==> src/rtl/baked_connection_block_nclb.sv <==
// Connection block for one routing channel serving NCLB CLBs.
// The configuration is double-buffered: a serial shadow chain is loaded
// bit by bit, and set_in copies it into the active register that steers
// the routing. Shifting never touches the active register.
// Optional build macro: CB_OUTPUT_REG_EN registers clb_input, clb_cin and
// track_out on clk, adding one cycle of latency to the datapath.
module baked_connection_block_nclb #(
  parameter int WS     = 4,
  parameter int WD     = 8,
  parameter int NCLB   = 2,
  parameter int CLBIN  = 10,
  parameter int CLBOUT = 5,
  parameter int CARRY  = 1
) (
  input  logic                          clk,
  input  logic                          rst,
  input  logic                          cen,
  input  logic                          set_in,
  input  logic                          shift_in,
  output logic                          shift_out,
  output logic                          cfg_loaded,
  input  logic [2*(WS+WD)-1:0]          track_in,
  output logic [2*(WS+WD)-1:0]          track_out,
  input  logic [NCLB*CLBOUT-1:0]        clb_output,
  input  logic [NCLB*CARRY-1:0]         clb_cout,
  input  logic [CARRY-1:0]              carry_in,
  output logic [NCLB*CLBIN-1:0]         clb_input,
  output logic [NCLB*CARRY-1:0]         clb_cin
);

  localparam int T     = 2*(WS+WD);
  localparam int SELW  = $clog2(T+1);
  localparam int OSELW = $clog2(NCLB*CLBOUT);
  localparam int CFG   = NCLB*CLBIN*SELW + T*(1+OSELW) + NCLB;
  localparam int CNTW  = $clog2(CFG+1);

  // Base offsets of the three active-register fields
  localparam int DRV_BASE   = NCLB*CLBIN*SELW;
  localparam int CARRY_BASE = CFG - NCLB;

  // Zero-extended mux sources sized to the full select range, so that any
  // out-of-range select naturally reads a constant 0.
  localparam int INX  = 1 << SELW;
  localparam int OUTX = 1 << OSELW;

  localparam logic [CNTW-1:0] CNT_FULL = CNTW'(CFG);

  logic [CFG-1:0]  shadow;
  logic [CFG-1:0]  active;
  logic [CNTW-1:0] cnt;

  logic [INX-1:0]  track_ext;
  logic [OUTX-1:0] out_ext;

  logic [NCLB*CLBIN-1:0] clb_input_c;
  logic [NCLB*CARRY-1:0] clb_cin_c;
  logic [T-1:0]          track_out_c;

  // The top CLB's carry-out leaves through the tile above, not through here
  logic unused_top_cout;
  assign unused_top_cout = ^clb_cout[NCLB*CARRY-1 -: CARRY];

  // Shadow chain, active register and load-completeness tracking
  always_ff @(posedge clk or posedge rst) begin
    if (rst) begin
      shadow     <= '0;
      active     <= '0;
      cnt        <= '0;
      cfg_loaded <= 1'b0;
    end else if (cen) begin
      if (set_in) begin
        active     <= shadow;
        cnt        <= '0;
        cfg_loaded <= (cnt == CNT_FULL);
      end else begin
        shadow <= {shift_in, shadow[CFG-1:1]};
        if (cnt != CNT_FULL) begin
          cnt <= cnt + 1'b1;
        end
      end
    end
  end

  assign shift_out = shadow[0];

  // Select 0 maps to the padding zero at bit 0, select s to track_in[s-1]
  assign track_ext = INX'({track_in, 1'b0});
  assign out_ext   = OUTX'(clb_output);

  genvar k, i, t;

  // CLB input multiplexers
  generate
    for (k = 0; k < NCLB; k++) begin : g_clb
      for (i = 0; i < CLBIN; i++) begin : g_in
        logic [SELW-1:0] in_sel;
        assign in_sel = active[(k*CLBIN+i)*SELW +: SELW];
        assign clb_input_c[k*CLBIN+i] = track_ext[in_sel];
      end
    end
  endgenerate

  // Outgoing track drivers: pass-through unless a CLB output is selected
  generate
    for (t = 0; t < T; t++) begin : g_trk
      logic             drv_en;
      logic [OSELW-1:0] drv_sel;
      assign drv_en  = active[DRV_BASE + t*(1+OSELW)];
      assign drv_sel = active[DRV_BASE + t*(1+OSELW) + 1 +: OSELW];
      assign track_out_c[t] = drv_en ? out_ext[drv_sel] : track_in[t];
    end
  endgenerate

  // Carry chain: each CLB takes the carry from the one below when enabled
  generate
    for (k = 0; k < NCLB; k++) begin : g_cry
      logic [CARRY-1:0] carry_src;
      if (k == 0) begin : g_first
        assign carry_src = carry_in;
      end else begin : g_rest
        assign carry_src = clb_cout[(k-1)*CARRY +: CARRY];
      end
      assign clb_cin_c[k*CARRY +: CARRY] =
        active[CARRY_BASE + k] ? carry_src : '0;
    end
  endgenerate

`ifdef CB_OUTPUT_REG_EN
  // Retime the datapath outputs; free-running, independent of cen
  always_ff @(posedge clk or posedge rst) begin
    if (rst) begin
      clb_input <= '0;
      clb_cin   <= '0;
      track_out <= '0;
    end else begin
      clb_input <= clb_input_c;
      clb_cin   <= clb_cin_c;
      track_out <= track_out_c;
    end
  end
`else
  assign clb_input = clb_input_c;
  assign clb_cin   = clb_cin_c;
  assign track_out = track_out_c;
`endif

endmodule

==> config.mk <==
export PLATFORM = sky130hd
export DESIGN_NAME = baked_connection_block_nclb
export DESIGN_NICKNAME = d
export VERILOG_FILES = /design/src/rtl/baked_connection_block_nclb.sv
export SDC_FILE = /design/constraint.sdc
export NUM_CORES = 1
export LEC_CHECK = 0
export CAP_MARGIN = 20
export CORE_MARGIN = 10
export CORE_UTILIZATION = 30
export CTS_CLUSTER_DIAMETER = 40
export DETAILED_ROUTE_END_ITERATION = 12
export SYNTH_ARGS = -nofsm -noshare
export SYNTH_HDL_FRONTEND = slang
export SYNTH_SLANG_ARGS = --single-unit
==> constraint.sdc <==
create_clock -name clk -period 20.2 [get_ports clk]
set_input_delay 2.02 -clock clk [delete_from_list [all_inputs] [get_ports clk]]
set_output_delay 2.02 -clock clk [all_outputs]
set_load 0.02 [all_outputs]
# After elaboration in Yosys (flattened, before gate mapping)

Cells that the tools add are included.

Flip-flop bits (word level): 453

Add/sub/neg operators: 1
Multiplexer cells: 116
Bitwise operators: 1
Eq/ne operators: 2
$lt $le $gt $ge: 44
Reduce and logical (&&, ||, !) cells: 4

Operators by type and width:

| operator                                                   | count |
|---|---|
| less-than comparator 4 x 5 -> 1 bit, second input constant | 24 |
| less-than comparator 5 x 6 -> 1 bit, second input constant | 20 |
| binary-select mux 1 bit (select 5 bit)                     | 20 |
| binary-select mux 1 bit (select 4 bit)                     | 24 |
| two-way mux 1 bit                                          | 70 |
| two-way mux 8 bit                                          | 2 |
| adder 8 x 1 -> 8 bit, second input constant                | 1 |
| == test 8 bit, second input constant                       | 1 |
| inequality test 8 bit, second input constant               | 1 |
| AND reduction 2 bit                                        | 3 |
| nonzero test 2 bit                                         | 1 |
| inverter 1 bit                                             | 1 |

# Logic depth before layout (Yosys ltp)

Gate-level depths: netlist of the first run.

Depth in word-level cells: 3
Mapped depth: 7

# Worst setup path before layout of the first run

OpenSTA, ideal clock, no wires.

Path type: input to output
Start point: input port track_in[18]
End point: output port clb_input[16]
Data arrival time: 3304 ps
Required time: 18180 ps
Buffers on the path: 1
Cell stages on the path: 5
Slack: 14876 ps
Cell sequence: clkbuf_1 -> mux4_2 -> mux2i_1 -> o21a_1 -> a311oi_1

Cells in the longest elaborated chain, start to end: 2

Ends and longest elaborated chain:

| item                                    | RTL line | text |
|---|---|---|
| from (decl)                             | 22       | `input logic [2*(WS+WD)-1:0] track_in,` |
| binary-select mux 1 bit (select 5 bit)  | 98       | `assign clb_input_c[k*CLBIN+i] = track_ext[in_sel];` |
| two-way mux 1 bit (implied by the code) | 98       |  |
| to (decl)                               | 27       | `output logic [NCLB*CLBIN-1:0] clb_input,` |

No other way between the ends. The select of a mux whose other input is x is not followed.

# Worst setup path in the final report of the first run

Start point: input port track_in[16]
End point: output port clb_input[16]

The elaborated chain is that of the path after synthesis.

==> results of run 1 <==
## cell type report
cell class	count	area, um^2	share of cell area
clock inverter	37	570.5	0.02048
tap	1060	1326	0.04760
inverter	4	22.52	0.0008082
sequential	453	11340	0.4068
multi-input combinational	1546	11820	0.4243
timing repair buffer	127	1184	0.04248
clock buffer	74	1604	0.05756
## sequential cells by signal, summed over array words and instances (netlist names)
name        flops
active        222
shadow        222
cnt             8
cfg_loaded      1
## metrics by stage
step	power [mW]	instance area (um^2)	hold WS [ns]
floorplan	1.103	24260	0.4375
global placement	1.177	25640	0.4648
detailed placement	1.183	25640	0.4698
CTS	2.337	27820	0.4723
global route	2.402	27870	0.4970
finish	2.313	27870	0.4732
## layout by cell type (no fill, tap or decap), drive strengths merged, types with 6 or more instances in the layout
| master | count |
|---|---|
| a21oi | 6 |
| a311o | 18 |
| buf | 46 |
| bufinv | 11 |
| clkbuf | 74 |
| clkdlybuf4s50 | 81 |
| clkinv | 8 |
| clkinvlp | 6 |
| dfrtp | 453 |
| inv | 16 |
| mux2 | 241 |
| mux2i | 177 |
| mux4 | 112 |
| nand2 | 725 |
| nand3b | 18 |
| nor2 | 32 |
| nor3 | 54 |
| nor3b | 36 |
| o21a | 25 |
| o221ai | 24 |
| o311ai | 18 |
| or4 | 18 |
## Yosys cell counts (2+ instances only)
cell type	number	share of area
sky130_fd_sc_hd__a21oi_1	6	0.0012
sky130_fd_sc_hd__a311o_1	18	0.0074
sky130_fd_sc_hd__and2_1	4	0.0010
sky130_fd_sc_hd__buf_1	7	0.0011
sky130_fd_sc_hd__buf_2	39	0.0080
sky130_fd_sc_hd__buf_4	37	0.011
sky130_fd_sc_hd__buf_6	20	0.0093
sky130_fd_sc_hd__clkbuf_1	99	0.015
sky130_fd_sc_hd__dfrtp_1	453	0.47
sky130_fd_sc_hd__ha_1	2	0.0010
sky130_fd_sc_hd__inv_1	4	0.00062
sky130_fd_sc_hd__mux2_2	241	0.11
sky130_fd_sc_hd__mux2i_1	177	0.073
sky130_fd_sc_hd__mux4_1	18	0.019
sky130_fd_sc_hd__mux4_2	94	0.087
sky130_fd_sc_hd__nand2_1	725	0.11
sky130_fd_sc_hd__nand3_1	3	0.00062
sky130_fd_sc_hd__nand3b_1	18	0.0056
sky130_fd_sc_hd__nand4_1	2	0.00052
sky130_fd_sc_hd__nor2_1	32	0.0050
sky130_fd_sc_hd__nor2b_1	2	0.00052
sky130_fd_sc_hd__nor3_1	54	0.011
sky130_fd_sc_hd__nor3b_1	36	0.011
sky130_fd_sc_hd__nor4b_1	2	0.00072
sky130_fd_sc_hd__o211ai_1	2	0.00062
sky130_fd_sc_hd__o21a_1	25	0.0077
sky130_fd_sc_hd__o21ai_0	4	0.00083
sky130_fd_sc_hd__o221ai_1	24	0.0087
sky130_fd_sc_hd__o311ai_0	16	0.0058
sky130_fd_sc_hd__o311ai_1	2	0.00072
sky130_fd_sc_hd__or4_1	18	0.0056
sky130_fd_sc_hd__xor2_1	4	0.0014
## power by group
part | leakage (nW) | switching [mW] | internal (mW)
combinational | 5.07 | 0.125 | 0.0809
sequential | 6.29 | 0.0269 | 0.936
clock | 1.04 | 0.432 | 0.713
total | 12.4 | 0.583 | 1.73
## routing by layer
metal	GRT usage	vias up	routed length (um)
met4	0.03752	0	1397
met2	0.2100	597	29460
met1	0.1864	8817	28800
met3	0.02601	107	4545
li1	-	7723	-
met5	0	-	0
## worst max path at each step
stage | slack, ns | startpoint | to
detailed placement | 13.29 | track_in[16] | clb_input[16]
global route | 13.24 | track_in[1] | clb_input[16]
finish | 13.41 | track_in[16] | clb_input[16]
CTS | 13.27 | track_in[16] | clb_input[16]
global placement | 13.29 | track_in[16] | clb_input[16]
floorplan | 5.55 | rst | active[0]$_DFFE_PP0P_
## worst max-delay path, delay by kind of cell
family	cells	cell delay, ns
multiplexers	2	0.39
buffers and inverters	3	1.62
AO/OA/AOI/OAI	2	0.73
## cell families (layout without fill, tap and decap cells)
family                     after synthesis  after routing
buffers and inverters                  207            242
AOI/OAI and AO/OA                      107            107
xor gates and xnor gates                 5              5
DFF                                    453            453
and+or+nand+nor                        902            902
adders and majority gates                2              2
muxes                                  530            530
==> flow_summary.json, run 1 <==
{
  "drt-wirelength-per-cell_um": 19.45,
  "synthesis.area_per_instance_um2": 11.00,
  "ctsHoldBuffers": 0,
  "cts_setup_buffers": 0,
  "timing_limited_maximum_frequency_ghz": 0.1473,
  "synth_enable_flop_cells": 0,
  "antenna_found_initial": 0,
  "critical_path.startpoint_type": "input port",
  "first_iter_violations": 1117,
  "grt_setup_unrepaired": "false",
  "critPathMaxFanout": 21,
  "num_vias": 17240,
  "post_synth_num_cell_types": 50,
  "portBuffers": 88,
  "synth-compound-area-share": 0.03636,
  "cts.htree.levels": 2,
  "synthSimpleGateAreaFrac": 0.1558,
  "setup_viol_count_final": 0,
  "drv_cap": 0,
  "syn2layout_area_growth_pct": 14.86,
  "tightestPinTransition_ns": 1.036,
  "synth.cell_area_mm2": 0.02426,
  "hpwl_um": 36530,
  "reg2regPathDepth": 6,
  "synthesis.nets": 2250,
  "cts_tree": "built",
  "totalNegativeSetupSlack_ns": 0,
  "finalMaxSlewViolations": 0,
  "drive_above_1_share": 0.2182,
  "slowest_stage": "sky130_fd_sc_hd__clkdlybuf4s50_1",
  "yosys-mux-area-fraction": 0.2917,
  "die_height_um": 304.4,
  "grt_first_pass_wirelength_um": 101100,
  "final-instance-count-excl-fill": 3301,
  "final_nets": 2236,
  "power.leakage_nw": 12.40,
  "drtPass1Iterations": 5,
  "reg2reg_setup_slack_ns": 18.54,
  "cts.path.max_buffers": 3,
  "synth_adder_area_share": 0.001032,
  "track_usage": 0.1342,
  "run_status": "finished, final reports clean",
  "endpoint_kind": "primary output",
  "synth_warnings": 0,
  "final-hold-violation-count": 0,
  "worstHoldStart": "shadow[77]$_DFFE_PP0P_",
  "min_delay_path_depth": 2,
  "dominant_combinational_cell_family_by_area_after_synthesis": "multiplexers",
  "place_worst_setup_slack_ns": 13.29,
  "grt_start_max_net_pins": 186,
  "die_w_um": 304.4,
  "numCtsBuffers": 60,
  "synth_async_sr_flop_share": 1.000,
  "ant_nets": 0,
  "synth_sequential_area_ratio": 0.4673,
  "timing.critical_path.required_ns": 18.18,
  "cts.sinks": 453,
  "power_density_mw_per_mm2": 83.01,
  "vias_per_cell": 5.224,
  "grt_pass1_vias": 17270,
  "design.core.area_mm2": 0.08029,
  "finalCoreUtilization": 0.3471,
  "drc_errors": 0,
  "hold_class": "register to register",
  "post-route-min-period_ns": 6.791,
  "yosys_most_used_dff": "sky130_fd_sc_hd__dfrtp_1",
  "critical_path.reg2reg.startpoint": "cnt[0]$_DFFE_PP0P_",
  "worst_ir_drop_on_vdd_mv": 0.07711,
  "slowest_delay_ns": 0.74,
  "worst_r2r_endpoint": "cnt[1]$_DFFE_PP0P_",
  "floorplan.rows": 104,
  "timing.final.crit_share": 0.3362,
  "yosys_register_bits": 453,
  "routabilityCongestion": 0.7715,
  "cts_resized": 0,
  "critical_path.cell_chain": "clkdlybuf4s50_1 -> buf_4 -> mux4_2 -> mux2i_1 -> o21a_1 -> a311oi_1 -> clkdlybuf4s50_1",
  "synth_xor_xnor_area_share": 0.001805,
  "antennaDiodeCount": 0,
  "initial_utilization": 0.3022,
  "ios": 90,
  "fillers": 7906,
  "critPathMostFrequentCell": "sky130_fd_sc_hd__clkdlybuf4s50_1",
  "worst-endpoint-arrival_ns": 4.77,
  "dp_cells": 3188,
  "detail_route.wirelength_um": 64210,
  "design.die.area_mm2": 0.09264,
  "ctsRootBufferMaster": "sky130_fd_sc_hd__clkbuf_16",
  "insertion_delay_ns": 0.62,
  "crit_type": "input port to primary output",
  "min_to": "active[77]$_DFFE_PP0P_",
  "worst_slew_margin_rel": 0.3096,
  "grt_overflow": 0,
  "finalWorstSetupSlack_ns": 13.41,
  "cts.clk_slew.worst_paths_ns": 0.06,
  "mapped_cells": 2206,
  "worst_clock_skew_ns": 0.02662
}
Power figures use the tool's default switching activity.
==> run 2, diff against run 1 <==
Clock period 20.2 ns to 6 ns, I/O delays scaled along.
==> flow_summary.json, run 2 (synthesis gave the netlist of run 1 again) <==
{
  "num_vias": 17350,
  "timing.critical_path.required_ns": 5.40,
  "power_density_mw_per_mm2": 286.8,
  "critPathMaxFanout": 14,
  "endpoint_kind": "primary output",
  "run_status": "finished, final reports clean",
  "floorplan.rows": 104,
  "die_w_um": 304.4,
  "detail_route.wirelength_um": 64480,
  "track_usage": 0.1365,
  "ios": 90,
  "largest_registers": "active x222, shadow x222, cnt x8",
  "finish.instance_area_mm2": 0.02822,
  "timing_limited_maximum_frequency_ghz": 0.2302,
  "post-route-min-period_ns": 4.345,
  "drt-wirelength-per-cell_um": 19.40,
  "power.leakage_nw": 12.56,
  "grt_start_max_net_pins": 221,
  "worst_slew_margin_rel": 0.1734,
  "grt_overflow": 0,
  "initial_utilization": 0.3022,
  "worst_clock_skew_ns": 0.01459,
  "drc_errors": 0,
  "ant_nets": 0,
  "cts.sinks": 453,
  "seq_area_mm2": 0.01134,
  "final_common_cell": "sky130_fd_sc_hd__nand2_1",
  "drive_above_1_share": 0.2253,
  "design.die.area_mm2": 0.09264,
  "crit_type": "input port to primary output",
  "placedInstanceArea_mm2": 0.02578,
  "numCtsBuffers": 69,
  "tightestPinTransition_ns": 1.236,
  "fillers": 7780,
  "cts.htree.levels": 3,
  "cts.path.max_buffers": 3,
  "antennaDiodeCount": 0,
  "hold_class": "register to register",
  "cts.clk_slew.worst_paths_ns": 0.05,
  "vias_per_cell": 5.220,
  "die_height_um": 304.4,
  "syn2layout_area_growth_pct": 16.32,
  "grt_first_pass_wirelength_um": 102000,
  "min_delay_path_depth": 2,
  "timing.final.crit_share": 0.7241,
  "multiInputGateArea_mm2": 0.01182,
  "ctsRootBufferMaster": "sky130_fd_sc_hd__clkbuf_16",
  "critical_path.startpoint_type": "input port",
  "cts_resized": 0,
  "finalCoreUtilization": 0.3515,
  "cts_setup_buffers": 0,
  "drv_cap": 0,
  "insertion_delay_ns": 0.59,
  "routabilityCongestion": 0.7838,
  "reg2regPathDepth": 6,
  "worst_ir_drop_on_vdd_mv": 0.2369,
  "cts_tree": "built",
  "ctsHoldBuffers": 0,
  "drtPass1Iterations": 5,
  "final_nets": 2254,
  "antenna_found_initial": 0,
  "first_iter_violations": 1490,
  "setup_viol_count_final": 0,
  "design.core.area_mm2": 0.08029,
  "grt_setup_unrepaired": "false",
  "hpwl_um": 38570,
  "portBuffers": 88,
  "final-hold-violation-count": 0,
  "worst-endpoint-arrival_ns": 3.74,
  "report.power.total_mw": 8.094,
  "fin_worst_hold_slack_ns": 0.4792,
  "grt_pass1_vias": 17490,
  "layout.cells.most_common_list": "sky130_fd_sc_hd__nand2_1 (724), sky130_fd_sc_hd__dfrtp_1 (453), sky130_fd_sc_hd__mux2_2 (241)",
  "finalMaxSlewViolations": 0
}
[run 2: changes by cell type in the layout (fill, tap and decap cells not counted), moves of 4 or more]
cell                              before  now
sky130_fd_sc_hd__inv_6                 8   13
sky130_fd_sc_hd__clkdlybuf4s50_1      81   85
sky130_fd_sc_hd__buf_4                36   41
sky130_fd_sc_hd__buf_2                 7    3
sky130_fd_sc_hd__clkbuf_16            60   70
[run 2: area by class of cell]
| type | count | share of cell area |
|---|---|---|
| inverter | 4 | 0.0006651 |
| sequential | 453 | 0.4017 |
| multi-input combinational | 1546 | 0.4189 |
| clock inverter | 40 | 0.01813 |
| tap | 1060 | 0.04700 |
| clock buffer | 85 | 0.06691 |
| timing repair buffer | 136 | 0.04664 |
[run 2: through the flow]
stage          setup slack, ns  cells  TNS (ns)
4_1_cts                  1.532   3322         0
3_5_place_dp             1.555   3197         0
2_1_floorplan          -0.7271   2206   -329.37
5_1_grt                  1.524   3324         0
6_report                 1.655   3324         0
3_3_place_gp             1.567   3197         0
[run 2: path summary, 6_finish.rpt]
check | end | start | slack [ns]
max | clb_input[16] | track_in[20] | 1.66
min | active[69]$_DFFE_PP0P_ | shadow[69]$_DFFE_PP0P_ | 0.48
max reg2reg | cnt[1]$_DFFE_PP0P_ | cnt[0]$_DFFE_PP0P_ | 4.31
min reg2reg | active[69]$_DFFE_PP0P_ | shadow[69]$_DFFE_PP0P_ | 0.48
max in group asynchronous | cnt[0]$_DFFE_PP0P_ | rst | 4.05
min in group asynchronous | active[13]$_DFFE_PP0P_ | rst | 0.50
[run 2: report_power, final]
group          switching [mW]  internal (mW)  leakage, nW
sequential             0.0885           3.15         6.29
clock                    1.53           2.62         1.15
combinational           0.422          0.281         5.12
[run 2: per-layer routing]
metal / up-vias / share of wire / track usage / wire, um
li1: 7773 / - / - / -
met3: 122 / 0.071 / 0.03142 / 4547
met1: 8862 / 0.46 / 0.1887 / 29540
met4: 0 / 0.026 / 0.04505 / 1645
met2: 595 / 0.45 / 0.2077 / 28750
met5: - / 0 / 0 / 0
[run 2: critical path, cell delays in order]
cell and delay, ns:
sky130_fd_sc_hd__clkdlybuf4s50_1 1.07, sky130_fd_sc_hd__mux4_2 0.42, sky130_fd_sc_hd__mux2i_1 0.07, sky130_fd_sc_hd__o21a_1 0.17, sky130_fd_sc_hd__a311oi_1 0.66, sky130_fd_sc_hd__clkdlybuf4s50_1 0.75
